--- src/rtl/obstacle_pool_ctrl_pkg.sv ---
`default_nettype none
// +----------------------------------------------------------------------+
// | Module   : obstacle_pkg                                              |
// | Purpose  : Shared constants and helpers for the obstacle pool        |
// | Revision : 1.0 - initial release                                     |
// +----------------------------------------------------------------------+
package obstacle_pkg;

  // Default playfield geometry
  localparam int DEF_SCREEN_H = 480;
  localparam int DEF_OBS_H    = 32;

  // Exit behaviour selectors
  localparam int MODE_DESPAWN = 0;
  localparam int MODE_WRAP    = 1;

  // Largest supported pool; the allocator works on a vector of this width
  localparam int MAX_OBS = 16;

  // Lowest-index zero bit of v. Bit 4 of the result is set when every bit
  // of v is one (no free slot); bits 3:0 hold the index otherwise.
  function automatic logic [4:0] first_zero(input logic [MAX_OBS-1:0] v);
    logic [4:0] idx;
    idx = 5'b10000;
    for (int i = MAX_OBS - 1; i >= 0; i--) begin
      if (!v[i]) idx = {1'b0, 4'(i)};
    end
    return idx;
  endfunction

endpackage
`default_nettype wire

--- src/rtl/obstacle_pool_ctrl_slot.sv ---
`default_nettype none
// +----------------------------------------------------------------------+
// | Module   : obstacle_slot                                             |
// | Purpose  : One obstacle slot: x/y/active state, motion and exit      |
// | Revision : 1.0 - initial release                                     |
// +----------------------------------------------------------------------+
module obstacle_slot
  import obstacle_pkg::*;
#(
  parameter int COORD_W   = 10,
  parameter int SCREEN_H  = DEF_SCREEN_H,
  parameter int OBS_H     = DEF_OBS_H,
  parameter int STEP_W    = 4,
  parameter int WRAP_MODE = MODE_DESPAWN
) (
  input  logic               clk,
  input  logic               reset,
  input  logic               move_en,
  input  logic               flush,
  input  logic               load,
  input  logic [COORD_W-1:0] load_x,
  input  logic [STEP_W-1:0]  speed,
  output logic               active,
  output logic               active_next,
  output logic [COORD_W-1:0] x,
  output logic [COORD_W-1:0] y,
  output logic               exit_flag
);

  // Top row at or beyond which an obstacle counts as having left the screen
  localparam logic [COORD_W-1:0] LIMIT = COORD_W'(SCREEN_H - OBS_H);

  logic               active_q, active_d;
  logic [COORD_W-1:0] x_q, x_d;
  logic [COORD_W-1:0] y_q, y_d;
  logic [COORD_W:0]   w_sum;
  logic               w_at_limit;

  // Exit is purely positional, so a zero speed still lets a parked slot exit
  always_comb begin
    w_sum      = {1'b0, y_q} + (COORD_W + 1)'(speed);
    w_at_limit = (y_q >= LIMIT);
    exit_flag  = move_en & active_q & w_at_limit;
  end

  // Next-state: flush wins, then spawn load (only ever on an idle slot), then motion
  always_comb begin
    active_d = active_q;
    x_d      = x_q;
    y_d      = y_q;
    if (flush) begin
      active_d = 1'b0;
      x_d      = '0;
      y_d      = '0;
    end else if (load) begin
      active_d = 1'b1;
      x_d      = load_x;
      y_d      = '0;
    end else if (move_en && active_q) begin
      if (w_at_limit) begin
        if (WRAP_MODE == MODE_WRAP) begin
          y_d = '0;
        end else begin
          active_d = 1'b0;
        end
      end else begin
        y_d = COORD_W'(w_sum);
      end
    end
  end

  // Slot state registers
  always_ff @(posedge clk) begin
    if (!reset) begin
      active_q <= 1'b0;
      x_q      <= '0;
      y_q      <= '0;
    end else begin
      active_q <= active_d;
      x_q      <= x_d;
      y_q      <= y_d;
    end
  end

  assign active      = active_q;
  assign active_next = active_d;
  assign x           = x_q;
  assign y           = y_q;

endmodule
`default_nettype wire

--- src/rtl/obstacle_pool_ctrl.sv ---
`default_nettype none
// +----------------------------------------------------------------------+
// | Module   : obstacle_pool_ctrl                                        |
// | Purpose  : Pool of falling obstacles with spawn allocator and        |
// |            exit counter for scoring                                  |
// | Revision : 1.0 - initial release                                     |
// +----------------------------------------------------------------------+
module obstacle_pool_ctrl
  import obstacle_pkg::*;
#(
  parameter int N_OBS     = 4,
  parameter int COORD_W   = 10,
  parameter int SCREEN_H  = DEF_SCREEN_H,
  parameter int OBS_H     = DEF_OBS_H,
  parameter int STEP_W    = 4,
  parameter int CNT_W     = 16,
  parameter int WRAP_MODE = MODE_DESPAWN
) (
  input  logic                     clk,
  input  logic                     reset,
  input  logic                     tick,
  input  logic                     pause,
  input  logic                     clear,
  input  logic [STEP_W-1:0]        speed,
  input  logic                     spawn_req,
  input  logic [COORD_W-1:0]       spawn_x,
  output logic                     spawn_ack,
  output logic                     spawn_drop,
  output logic                     full,
  output logic [N_OBS-1:0]         obs_active,
  output logic [N_OBS*COORD_W-1:0] obs_x,
  output logic [N_OBS*COORD_W-1:0] obs_y,
  output logic                     passed_pulse,
  output logic [CNT_W-1:0]         passed_count
);

  // Elaboration-time legality checks
  if (N_OBS < 1 || N_OBS > MAX_OBS) begin : g_bad_n_obs
    $error("obstacle_pool_ctrl: N_OBS must be in 1..16");
  end
  if ((SCREEN_H - OBS_H - 1) + (2 ** STEP_W) - 1 >= (2 ** COORD_W)) begin : g_bad_range
    $error("obstacle_pool_ctrl: worst-case y overshoot does not fit in COORD_W");
  end

  logic [N_OBS-1:0]   w_active;
  logic [N_OBS-1:0]   w_active_next;
  logic [N_OBS-1:0]   w_exit;
  logic [N_OBS-1:0]   w_load;
  logic [MAX_OBS-1:0] w_pad;
  logic [4:0]         w_free;
  logic               w_found;
  logic [3:0]         w_idx;
  logic               w_move_en;
  logic               w_spawn_go;
  logic [CNT_W-1:0]   w_exit_cnt;

  logic               spawn_ack_q, spawn_ack_d;
  logic               spawn_drop_q, spawn_drop_d;
  logic               passed_pulse_q, passed_pulse_d;
  logic [CNT_W-1:0]   passed_count_q, passed_count_d;
  logic               full_q, full_d;

  // Pick the lowest free slot from pre-edge flags; unused upper bits look busy
  always_comb begin
    w_move_en  = tick & ~pause & ~clear;
    w_spawn_go = spawn_req & ~clear;
    w_pad      = '1;
    w_pad[N_OBS-1:0] = w_active;
    w_free     = first_zero(w_pad);
    w_found    = ~w_free[4];
    w_idx      = w_free[3:0];
  end

  for (genvar i = 0; i < N_OBS; i++) begin : g_slot
    assign w_load[i] = w_spawn_go & w_found & (w_idx == 4'(i));

    obstacle_slot #(
      .COORD_W   (COORD_W),
      .SCREEN_H  (SCREEN_H),
      .OBS_H     (OBS_H),
      .STEP_W    (STEP_W),
      .WRAP_MODE (WRAP_MODE)
    ) u_slot (
      .clk         (clk),
      .reset       (reset),
      .move_en     (w_move_en),
      .flush       (clear),
      .load        (w_load[i]),
      .load_x      (spawn_x),
      .speed       (speed),
      .active      (w_active[i]),
      .active_next (w_active_next[i]),
      .x           (obs_x[i*COORD_W +: COORD_W]),
      .y           (obs_y[i*COORD_W +: COORD_W]),
      .exit_flag   (w_exit[i])
    );
  end

  // Count every exit of this cycle so the score advances in one add
  always_comb begin
    w_exit_cnt = '0;
    for (int i = 0; i < N_OBS; i++) begin
      w_exit_cnt = w_exit_cnt + CNT_W'(w_exit[i]);
    end
  end

  // Next values of the handshake, score and full flags; clear suppresses moves and spawns upstream
  always_comb begin
    spawn_ack_d    = w_spawn_go & w_found;
    spawn_drop_d   = w_spawn_go & ~w_found;
    passed_pulse_d = |w_exit;
    passed_count_d = passed_count_q + w_exit_cnt;
    full_d         = &w_active_next;
  end

  // Status and counter registers
  always_ff @(posedge clk) begin
    if (!reset) begin
      spawn_ack_q    <= 1'b0;
      spawn_drop_q   <= 1'b0;
      passed_pulse_q <= 1'b0;
      passed_count_q <= '0;
      full_q         <= 1'b0;
    end else begin
      spawn_ack_q    <= spawn_ack_d;
      spawn_drop_q   <= spawn_drop_d;
      passed_pulse_q <= passed_pulse_d;
      passed_count_q <= passed_count_d;
      full_q         <= full_d;
    end
  end

  assign obs_active   = w_active;
  assign spawn_ack    = spawn_ack_q;
  assign spawn_drop   = spawn_drop_q;
  assign passed_pulse = passed_pulse_q;
  assign passed_count = passed_count_q;
  assign full         = full_q;

endmodule
`default_nettype wire

--- config.mk ---
export PLATFORM = sky130hd
export DESIGN_NAME = obstacle_pool_ctrl
export DESIGN_NICKNAME = d
export VERILOG_FILES = /design/src/rtl/obstacle_pool_ctrl_pkg.sv /design/src/rtl/obstacle_pool_ctrl_slot.sv /design/src/rtl/obstacle_pool_ctrl.sv
export SDC_FILE = /design/constraint.sdc
export NUM_CORES = 1
export LEC_CHECK = 0
export BUFFER_PORTS_ARGS = -buffer_cell sky130_fd_sc_hd__buf_4
export CORE_AREA = 5 5 90 125
export CTS_BUF_LIST = sky130_fd_sc_hd__clkbuf_4
export DETAILED_ROUTE_END_ITERATION = 12
export DIE_AREA = 0 0 95 130
export GPL_ROUTABILITY_DRIVEN = 0
export PLACE_DENSITY_LB_ADDON = 0.05
export RECOVER_POWER = 100
export SYNTH_ARGS = -nofsm -noshare
export SYNTH_HDL_FRONTEND = slang
export SYNTH_SLANG_ARGS = --single-unit
--- constraint.sdc ---
create_clock -name clk -period 2.9 [get_ports clk]
set_clock_uncertainty 0.1 [all_clocks]
set_input_delay 0 -clock clk [delete_from_list [all_inputs] [get_ports clk]]
set_output_delay 0 -clock clk [all_outputs]
set_load 0.02 [all_outputs]
# Yosys cells after proc, flatten, opt, wreduce, memory -nomap -nowiden
# Cells that the tools add are included.
[classes]
n_reduce_logical = 16
n_lt_le_gt_ge = 4
add_sub_neg = 8
mux = 20
n_eq_ne = 3
bitwise_logic = 25
[op_table]
columns = ["op", "n"]
rows = [
  ["adder 10 x 4 -> 10 bit", 4],
  [">= comparator 10 x 9 -> 1 bit, second input constant", 4],
  ["two-way mux 5 bit", 4],
  ["AND 1 bit", 17],
  ["adder 16 x 4 -> 16 bit", 1],
  ["two-way mux 1 bit", 16],
  ["OR reduction 3 bit", 4],
  ["equality test 4 x 2 -> 1 bit, second input constant", 2],
  ["inverter 1 bit", 8],
  ["AND reduction 2 bit", 4],
  ["adder 3 x 1 -> 4 bit", 1],
  ["equality test 4 x 1 -> 1 bit, second input constant", 1],
  ["logical AND 1 bit", 4],
  ["zero test 4 bit", 1],
  ["AND reduction 4 bit", 1],
  ["OR reduction 4 bit", 1],
  ["adder 2 x 1 -> 3 bit", 1],
  ["adder 1 x 1 -> 2 bit", 1],
  ["OR reduction 2 bit", 1],
]
[word_totals]
register_bits = 104
output_inout_bits = 104
wordCells = 93
input_bits = 20

# Depth between registers and ports, before layout
[depth]
word_depth = 10
ltp_mapped = 12
ltp_nobuf = 11

# By module
# A second synthesis with hierarchy kept.
[unflattened]
cells_unflattened = 533
hier_area_um2 = 4943.5
[by_module_without_submodules]
columns = ["mod", "instances", "area_each_um2", "seq_area_each_um2", "cells_per_inst"]
rows = [
  ["obstacle_slot at g_slot[1].u_slot ...", 3, 1006.0, 420.4, 108],
  ["obstacle_slot at g_slot[0].u_slot", 1, 1002.2, 420.4, 108],
  ["obstacle_pool_ctrl", 1, 923.4, 400.4, 101],
]

# Worst setup path before layout
# Ideal clock, no wire load.
[synth_path]
kind = "reg-to-reg"
start = "register g_slot[0].u_slot.active_q"
end = "register passed_count_q[11] (netlist: passed_count[11])"
required_ns = 2.730
synth_period_minus_slack_ns = 3.064
setup_time_ns = 0.070
slack_ns = -0.164
t_arrival_ns = 2.895
path_stages_with_launch = 10
path_buffers = 0
path_cell_list = "dfxtp_1 and4bb_2 nor2b_1 inv_1 fa_1 fa_1 nor2b_1 o21ai_0 or4_1 a21oi_1"
[synth_via]
elab_chain_cells = 6
[synth_lines]
columns = ["element", "line", "rtl"]
rows = [
  ["start: declaration", "obstacle_pool_ctrl_slot.sv:33", "logic active_q, active_d;"],
  ["start signal: assignment", "obstacle_pool_ctrl_slot.sv:79", "active_q <= active_d;"],
  ["AND 1 bit (2 in a row)", "obstacle_pool_ctrl_slot.sv:43", "exit_flag = move_en & active_q & w_at_limit;"],
  ["adder 1 x 1 -> 2 bit", "obstacle_pool_ctrl.sv:103", "w_exit_cnt = w_exit_cnt + CNT_W'(w_exit[i]);"],
  ["adder 2 x 1 -> 3 bit", "obstacle_pool_ctrl.sv:103", ""],
  ["adder 3 x 1 -> 4 bit", "obstacle_pool_ctrl.sv:103", ""],
  ["adder 16 x 4 -> 16 bit", "obstacle_pool_ctrl.sv:112", "passed_count_d = passed_count_q + w_exit_cnt;"],
  ["end signal: assignment", "obstacle_pool_ctrl.sv:128", "passed_count_q <= passed_count_d;"],
  ["end: declaration", "obstacle_pool_ctrl.sv:60", "logic [CNT_W-1:0] passed_count_q, passed_count_d;"],
]
# No other way between the ends.
# A chain may end at the register's enable or synchronous reset.

# Final worst setup path
[layout_path]
start = "register g_slot[0].u_slot.active_q"
end = "register passed_count_q[14] (netlist: passed_count[14])"
# The elaborated chain is that of the path after synthesis.

==> summary.md <==
| Metric | Value |
|---|---|
| Seq/Total Area, Yosys | `43.8%` |
| Min-Delay Path Depth | `4` |
| Worst Setup Start Kind | `flip-flop` |
| Critical Path Sink | `passed_count[14]` |
| Reg-to-Reg End | `passed_count[14]` |
| Layout cells sized above 1 | `16.2%` |
| Iter 0 DRT Violations | `152` |
| Minimum clock period | `2.81 ns` |
| Wire per inst | `15.5 um` |
| Largest net degree at the start of global routing | `44` |
| Initial antenna violation count | `0` |
| HPWL Detailed | `9.36 mm` |
| Final setup viols | `0` |
| Synthesized area per cell | `9.06 um^2` |
| Vias per cell | `5.36` |
| Tightest Hold Check Type | `input port to flip-flop` |
| Io pins | `124` |
| Number of inserted diodes | `0` |
| Status | `complete, no violations` |
| Post-synth EDFFs | `0` |
| Final Cycle Share | `97.0%` |
| Clk slew on worst S/H paths | `0.16 ns` |
| Row cnt | `43` |
| Async SR Flop Fraction | `0%` |
| #FFs+latches synth | `104` |
| Core footprint | `9900 um^2` |
| Critical path capture point type | `flip-flop` |
| Crit path largest cell delay | `0.49 ns` |
| Synth Flop Type | `dfxtp_1` |
| Maximum VDD drop | `0.300 mV` |
| DRT antenna net count | `0` |
| Max Fclk | `355 MHz` |
| Vias in the first global route | `4303` |
| Post-Route Utilization | `61.2%` |
| Clk_lat worst skew | `0.44 ns` |
| First-pass GRT wire length | `20.7 mm` |
| Power Density | `402 nW/um^2` |
| Netlist cell types | `49` |
| GRT Residual Overflow | `0` |
| Max-cap violations | `0` |
| Drt pass-1 iters | `4` |
| Crit path cell chain | `and4bb_2, nor2b_4, inv_2, fa_1, fa_2, inv_2, fa_2, nand4_1, nor4_4, xnor2_1, nor2_1` |
| CP Class | `flip-flop to flip-flop` |
| Initial Util | `48.1%` |
| Die area | `12400 um^2` |
| Gate Count Post-Synth | `525` |
| Critical Path Fanout Max | `3` |
| Clock tree sinks | `104` |
| Slew at the pin with the worst max-slew slack | `0.663 ns` |
| Worst Path Required | `3.14 ns` |
| Num CTS Buffers | `9` |
| Syn Nets | `569` |
| Final Net Count | `716` |
| P_leak | `2.38 nW` |
| Vias | `4353` |
| CP arrival | `3.05 ns` |
| R2R Path Start | `g_slot[0].u_slot.active` |
| Placed Instance Area | `5850 um^2` |
| Root Buffer | `clkbuf_4` |
| Slack of the worst reg-to-reg path | `0.09 ns` |
| Synthesis Warnings | `0` |
| Die width | `95 um` |
| Longest Clk Path Bufs | `2` |
| H-tree depth | `3` |
| Slowest stage cell, crit path | `fa_1` |
| Final hold violations | `0` |
| GRT Util Overall | `21.1%` |
| Unrepaired setup endpoints after global routing | `true` |
| Area delta synth->final | `27.3%` |
| Post-Syn Area | `4760 um^2` |
| Design Area, Final | `6060 um^2` |
| Fin. max-slew vios | `0` |
| Crit. Startpoint | `g_slot[0].u_slot.active` |
| Total wire length | `12.6 mm` |
| Die Y | `130 um` |
| DRC viols | `0` |
| Port-buffer cells | `123` |
| Max_slew headroom | `55.8%` |
| CTS tree | `yes` |
| Worst reg-to-reg path cell count | `11` |
-- through the flow --
step                instances  hold WS (ns)  worst slack, ns  power, mW   TNS, ns
finish                    812        0.0789           0.0864       2.44         0
global route              812        0.0961          -0.0878       2.54    -0.223
CTS                       811        0.0454          0.00754       2.47         0
detailed placement        771         0.170          -0.0168       1.61   -0.0276
global placement          771         0.162           0.0715       1.61         0
floorplan                 525        0.0195         -0.00260       1.55  -0.00260
-- report_power, final --
| group | switching [mW] | internal, mW |
|---|---|---|
| clock | 0.489 | 0.351 |
| combinational | 0.0916 | 0.0691 |
| sequential | 0.00306 | 1.44 |
| total | 0.583 | 1.85 |
-- flip-flops by register name (all words and copies together), names as in the netlist --
| name | flops |
|---|---|
| spawn_ack | 1 |
| g_slot.u_slot.active | 4 |
| passed_count | 16 |
| full | 1 |
| spawn_drop | 1 |
| g_slot.u_slot.y | 40 |
| g_slot.u_slot.x | 40 |
| passed_pulse | 1 |
-- worst max-delay path, delay by kind of cell (launching register included) --
family / cells / cell delay (ns)
simple gates: 5 / 0.93
xor+xnor: 1 / 0.15
flops: 1 / 0.36
fa+ha+maj: 3 / 1.05
buf+inv: 2 / 0.12
-- routing by layer --
metal | up-vias | wire length [um] | share of wire, % | GRT usage [%]
met5 | - | 0 | 0 | 0
met4 | 0 | 120 | 0.95 | 7.90
met3 | 10 | 617 | 4.9 | 4.33
met2 | 99 | 6620 | 53 | 38.2
met1 | 2096 | 5230 | 42 | 24.2
li1 | 2148 | - | - | -
-- Yosys cell counts, drive strengths merged (2+ instances only) --
cell type  count  area (um^2)
nor3           4         20.0
nor2          57          214
nand4b         4         35.0
nor4           6         37.5
or3            7         43.8
o21a           4         30.0
and3           7         43.8
nand2         54          203
fa             7          140
or3b           2         17.5
o21ai         15         75.1
a211oi        10         75.1
and4bb         2         25.0
clkbuf        12         45.0
a31oi          5         31.3
xor2           7         61.3
o211ai         2         15.0
xnor2          5         43.8
o2111ai        2         17.5
and2           7         43.8
inv           19         71.3
ha            17          213
buf           10         63.8
or4            7         52.6
nand3b         3         22.5
o21bai         2         15.0
a21oi         37          185
o2bb2ai        2         17.5
nand3         20          100
nor3b          2         20.0
a21o           4         30.0
nor2b          3         18.8
nand4          4         25.0
dfxtp        104         2080
mux2i         36          360
a211o          3         26.3
nand2b        15         93.8
or2            2         12.5
o31ai          9         67.6
a41oi          3         26.3
-- cell type report --
class | count | area (um^2)
Clock inverter | 7 | 93.8
Sequential cell | 104 | 2090
Tap cell | 135 | 169
Inverter | 19 | 71.3
Timing Repair Buffer | 158 | 1010
Clock buffer | 9 | 67.6
Multi-Input combinational cell | 380 | 2560
Fill cell | 965 | 3840
-- how the worst min path moves through the flow --
stage,slack [ns],end,from
final,0.08,g_slot[2].u_slot.active,tick
after global routing,0.1,passed_pulse,tick
after CTS,0.05,g_slot[1].u_slot.active,tick
after detailed placement,0.17,g_slot[3].u_slot.x[3],spawn_x[3]
after global placement,0.16,g_slot[2].u_slot.x[3],spawn_x[3]
after floorplan,0.02,spawn_ack,spawn_req
-- what timing repair did --
action | CTS | global route
buffers inserted | 0 | 1
endpoints found under the setup margin | 3 | 6
endpoints found under the hold margin | 73 | 0
gates cloned | 0 | 0
pin swaps | 0 | 4
hold buffers | 24 | 0
gates resized for setup | 1 | 8
-- placed cells by master, fill, tap and decap left out, drive strengths merged, types with 3 or more instances in the layout --
master and instances:
dfxtp 104, clkbuf 72, buf 71, nor2 57, nand2 54, a21oi 37
mux2i 36, dlygate4sd3 24, nand3 20, inv 20, ha 17, nand2b 15
o21ai 15, a211oi 10, o31ai 9, and3 7, or4 7, or3 7
xor2 7, and2 7, fa 7, nor4 6, xnor2 5, a31oi 5
nand4 4, nand4b 4, o21a 4, nor3 4, a21o 4, nand3b 3
a211o 3, a41oi 3, nor2b 3, clkinv 3
-- logic make-up after synthesis --
logic type / share of synthesized area [%]
DFF: 43.8
adders and majority gates: 7.42
buffers and inverters: 3.79
xor gates and xnor gates: 2.21
muxes: 7.57
AOI/OAI and AO/OA: 13.2
and+or+nand+nor: 22.0
(Power assumes the default switching activity.)
